<file path="src/rtl/serial_addsub_ctrl.sv">
// rtl/serial_addsub_ctrl.sv - bit-serial ADD/SUB/INC/DEC sequencer around one full-adder cell
module serial_addsub_ctrl #(
  parameter int WIDTH = 8
) (
  input  logic             clk,
  input  logic             rst_n,
  input  logic             start,
  input  logic [1:0]       op,
  input  logic [WIDTH-1:0] a,
  input  logic [WIDTH-1:0] b,
  output logic             busy,
  output logic             done,
  output logic [WIDTH-1:0] result,
  output logic             cout,
  output logic             ovf,
  output logic             zero
);

  localparam int CW = (WIDTH > 2) ? $clog2(WIDTH) : 1;

  localparam logic [1:0] OP_ADD = 2'b00;
  localparam logic [1:0] OP_SUB = 2'b01;
  localparam logic [1:0] OP_INC = 2'b10;
  localparam logic [1:0] OP_DEC = 2'b11;

  typedef enum logic [1:0] {
    S_IDLE = 2'd0,
    S_RUN  = 2'd1,
    S_DONE = 2'd2
  } state_t;

  state_t state, state_nxt;

  // Operand shift registers, consumed LSB first
  logic [WIDTH-1:0] sa, sb;
  // Upper WIDTH-1 bits of the partial result; the newest sum bit enters at the top
  logic [WIDTH-2:0] w;
  logic             c;
  logic             nz;
  logic [CW-1:0]    cnt;

  logic             accept;
  logic             last;
  logic             s;
  logic             co;
  logic [WIDTH-1:0] word;
  logic [WIDTH-1:0] b_eff;
  logic             c_init;

  // Adder cell, step decode and operand conditioning
  always_comb begin
    accept = (state == S_IDLE) && start;
    last   = (state == S_RUN) && (cnt == CW'(WIDTH - 1));
    s      = sa[0] ^ sb[0] ^ c;
    co     = (sa[0] & sb[0]) | (sa[0] & c) | (sb[0] & c);
    word   = {s, w};
    b_eff  = b;
    c_init = 1'b0;
    case (op)
      OP_ADD: begin b_eff = b;             c_init = 1'b0; end
      OP_SUB: begin b_eff = ~b;            c_init = 1'b1; end
      OP_INC: begin b_eff = '0;            c_init = 1'b1; end
      OP_DEC: begin b_eff = '1;            c_init = 1'b0; end
      default: begin b_eff = b;            c_init = 1'b0; end
    endcase
  end

  // State register
  always_ff @(posedge clk or negedge rst_n) begin
    if (!rst_n) begin
      state <= S_IDLE;
    end else begin
      state <= state_nxt;
    end
  end

  // Next-state and handshake outputs
  always_comb begin
    state_nxt = state;
    busy      = (state != S_IDLE);
    done      = (state == S_DONE);
    case (state)
      S_IDLE: if (start) state_nxt = S_RUN;
      S_RUN:  if (last)  state_nxt = S_DONE;
      S_DONE: state_nxt = S_IDLE;
      default: state_nxt = S_IDLE;
    endcase
  end

  // Operand load on accept, one bit-step per cycle while running
  always_ff @(posedge clk or negedge rst_n) begin
    if (!rst_n) begin
      sa  <= '0;
      sb  <= '0;
      w   <= '0;
      c   <= 1'b0;
      nz  <= 1'b0;
      cnt <= '0;
    end else if (accept) begin
      sa  <= a;
      sb  <= b_eff;
      c   <= c_init;
      nz  <= 1'b0;
      cnt <= '0;
    end else if (state == S_RUN) begin
      sa  <= sa >> 1;
      sb  <= sb >> 1;
      w   <= word[WIDTH-1:1];
      c   <= co;
      nz  <= nz | s;
      cnt <= cnt + CW'(1);
    end
  end

  // Result and flags change only on the final bit-step and hold otherwise
  always_ff @(posedge clk or negedge rst_n) begin
    if (!rst_n) begin
      result <= '0;
      cout   <= 1'b0;
      ovf    <= 1'b0;
      zero   <= 1'b0;
    end else if (last) begin
      result <= word;
      cout   <= co;
      ovf    <= c ^ co;
      zero   <= ~(nz | s);
    end
  end

endmodule

</file>
<file path="config.mk">
export PLATFORM = sky130hd
export DESIGN_NAME = serial_addsub_ctrl
export DESIGN_NICKNAME = d
export VERILOG_FILES = /design/src/rtl/serial_addsub_ctrl.sv
export SDC_FILE = /design/constraint.sdc
export NUM_CORES = 1
export LEC_CHECK = 0
export CORE_ASPECT_RATIO = 1.1
export CORE_MARGIN = 4
export CORE_UTILIZATION = 46
export CTS_CLUSTER_DIAMETER = 40
export CTS_CLUSTER_SIZE = 10
export DETAILED_ROUTE_END_ITERATION = 8
export GPL_TIMING_DRIVEN = 0
export PLACE_DENSITY = 0.74
export SYNTH_ARGS = -nofsm -noshare
export SYNTH_HDL_FRONTEND = slang
export SYNTH_SLANG_ARGS = --single-unit
</file>
<file path="constraint.sdc">
create_clock -name clk -period 1.7 [get_ports clk]
set_clock_uncertainty 0.2 [all_clocks]
set_input_delay 0.34 -clock clk [delete_from_list [all_inputs] [get_ports clk]]
set_output_delay 0.34 -clock clk [all_outputs]
set_load 0.005 [all_outputs]
</file>
==> flow_metrics.py <==
metrics = {
    "worst_setup_path": {
        "path_cells": "or2_2 > clkbuf_2",
        "path_delay_family": "flip-flops",
        "cp.arrival_ns": 1.13,
        "crit_start": "state[0]$_DFFE_PN0P_",
        "crit_buf_inv": 1,
        "required_ns": 1.16,
        "cp_max_fo": 3,
        "endpoint_kind": "output pin",
        "max_stage_delay_ns": 0.42,
        "reg2reg_from": "cnt[0]$_DFFE_PN0P_",
        "path_class": "reg -> out",
        "start_kind": "flip-flop",
        "slowest_stage": "dfrtp_2",
    },
    "die": {
        "dieHeight_um": 74.99,
        "core_area_mm2": 0.003964,
        "start_util_pct": 47.35,
        "io_pins": 34,
        "die_width_um": 68.90,
        "row_count": 24,
        "die_area_mm2": 0.005167,
    },
    "placed_design": {
        "numPortBuffers": 33,
        "dpl-instance-area_mm2": 0.002267,
        "hpwlAfterDp_um": 2664,
        "placed_cells": 257,
        "gp_congestion": 0.7827,
    },
    "detailed_routing": {
        "wl_met2_um": 1861,
        "met3WireLength_um": 198,
        "routed_via_density": 5.044,
        "postRouteAntennaNets": 0,
        "drc": 0,
        "routedWlPerCell_um": 13.49,
        "drt-met1-wl_um": 1586,
        "wirelength_um": 3709,
        "highest_layer": "met4",
        "num_vias": 1387,
        "dr.first_iter.drc_count": 59,
        "drtPass1Iterations": 4,
    },
    "timing": {
        "setup_viol": 0,
        "tightest_slew_ns": 0.5574,
        "rsz0062_at_grt": "yes",
        "max_freq_mhz": 598.1,
        "maxSlewHeadroom_pct": 62.84,
        "maxSlewViolCount": 0,
        "min_period_ns": 1.672,
        "hold_violations": 0,
        "fin_crit_sh_pct": 98.36,
        "fin_hold_ws_ns": 0.2583,
    },
    "global_route": {
        "grt_pass1_wl_um": 6313,
        "grt-ovfl-total": 0,
        "globalRouteTotalUtil_pct": 16.38,
        "antenna_found_initial": 0,
        "grt_max_degree": 42,
        "grt_pass1_vias": 1456,
    },
    "synthesis": {
        "yosys-top-cells-area": "dfrtp_1, nand2_1, mux2i_1",
        "yosys-top-cells-count": "nand2_1, dfrtp_1, mux2i_1",
        "yosys_warnings": 0,
        "yosys-mux-area-fraction_pct": 12.87,
        "yosysTopAreaCellShare_pct": 54.67,
        "syn_avg_cell_area_um2": 10.91,
        "synth_cell_type_count": 27,
        "synth-simple-area-share_pct": 15.20,
        "synth_xor_area_share_pct": 0.4667,
        "synth_area_mm2": 0.001877,
        "async_reset_ff_share_pct": 100.0,
        "synth_compound_area_share_pct": 9.067,
        "synth_fp_nets": 199,
        "syn_inst": 172,
        "synth_edf_count": 0,
        "synth_top_family_by_area": "simple AND/OR/NAND/NOR gates",
        "synthFlopType": "dfrtp_1",
        "yosysSeqAreaShare_pct": 54.67,
        "synth_top_area_cell": "dfrtp_1",
        "yosysMostFrequentCell": "nand2_1",
        "ys_seq_elements": 41,
        "yosys.area_share.adder_pct": 4.400,
    },
    "clock_tree": {
        "cts_buffers": 5,
        "cts_root_buf": "clkbuf_8",
        "clkLatencyLatePin_ns": 0.29,
        "cts.reportedPaths.clkPinSlew_ns": 0.08,
        "cts_max_path_buffers": 2,
        "cts_sinks": 41,
        "cts_tree": "yes",
        "h-tree-depth": 2,
    },
    "final_layout": {
        "fillers": 354,
        "fin_area_mm2": 0.002545,
        "syn_to_final_growth_pct": 35.60,
        "antenna_cells": 0,
        "final_layout_size_suffix_gt1_share_pct": 18.39,
        "instances_no_fill": 275,
        "nNetsFinal": 249,
    },
    "power": {
        "finalPower_mw": 4.096,
        "ir_drop_uv": 674.3,
        "powerDensity_mw_per_mm2": 1609,
        "p_leak_nw": 1.291,
    },
    "hold_path": {
        "hold_path_class": "reg -> reg",
        "hold_start": "nz$_DFFE_PN0P_",
    },
    "job": {
        "drv_cap": 0,
    },
    "run_status": {
        "status": "finished clean",
    },
}
==> routing by layer <==
metal  vias to the layer above  GRT usage (%)
li1                        688              -
met1                       660          19.44
met2                        34          27.75
met3                         5          5.224
met4                         0          5.844
met5                         -              0
==> cells in the final DEF, fill, tap and decap left out, types with 2 or more instances in the layout <==
cell type / count
ha_2: 2
mux2_2: 4
dfrtp_1: 40
o21ai_0: 3
dlygate4sd2_1: 7
clkdlybuf4s50_1: 18
buf_2: 2
ha_1: 2
inv_1: 4
a22oi_1: 8
clkbuf_8: 6
o21ai_1: 3
nor2b_1: 10
mux2i_1: 14
o22ai_1: 6
mux2_1: 5
buf_4: 12
nand2_1: 47
dlymetal6s2s_1: 6
==> power by group <==
group	switching, mW	internal, mW	total, mW
Sequential	0.249	1.41	1.66
Combinational	0.764	0.871	1.63
Clock	0.328	0.477	0.805
==> logic make-up (layout without fill, tap and decap cells) <==
group | Yosys count | count (layout)
flops | 41 | 41
compound gates | 26 | 26
xor+xnor | 1 | 1
mux | 23 | 23
simple gates | 63 | 63
fa+ha+maj | 6 | 6
buf+inv | 12 | 63
==> metrics by stage <==
step | util [%] | setup TNS [ns] | setup slack, ns
after global placement | 57.32 | -40.93 | -0.8430
after CTS | 62.72 | -0.07845 | -0.07845
after floorplan | - | 0 | 0.01335
after global routing | 64.20 | -0.02317 | -0.008892
final | 64.20 | 0 | 0.02796
after detailed placement | 57.20 | -8.031 | -0.5348
==> layout make-up <==
type	count	area, µm²	share of cell area, %
Multi-Input combinational cell	119	839.6	32.99
Inverter	4	15.01	0.5900
Timing Repair Buffer	44	426.7	16.76
Clock inverter	2	37.54	1.475
Buffer	7	51.30	2.016
Sequential cell	41	1027	40.36
Clock buffer	6	82.58	3.245
Tap cell	52	65.06	2.557
==> worst paths after layout <==
kind	endpoint	cells past startpoint	slack [ns]
worst max-delay path	busy	2	0.03
worst min-delay path	zero$_DFFE_PN0P_	1	0.26
worst max register to register	cout$_DFFE_PN0P_	5	0.05
worst min register to register	zero$_DFFE_PN0P_	1	0.26
max in group asynchronous	state[0]$_DFFE_PN0P_	2	0.51
min in group asynchronous	result[1]$_DFFE_PN0P_	2	0.39
==> flip-flops by register name, summed over array words and instances, names as in the netlist <==
signal and cells:
result 8, sa 8, sb 8, w 7, cnt 3, state 2, c 1, cout 1
nz 1, ovf 1, zero 1
==> what timing repair did <==
item                       CTS  global route
gates resized for setup     16            15
buffers inserted             8             2
cloned                       0             0
pin swaps                    1             3
hold buffers                 1             0
hold endpoints to repair    41             0
setup endpoints to repair   21            29
Power figures use the tool's default switching activity.
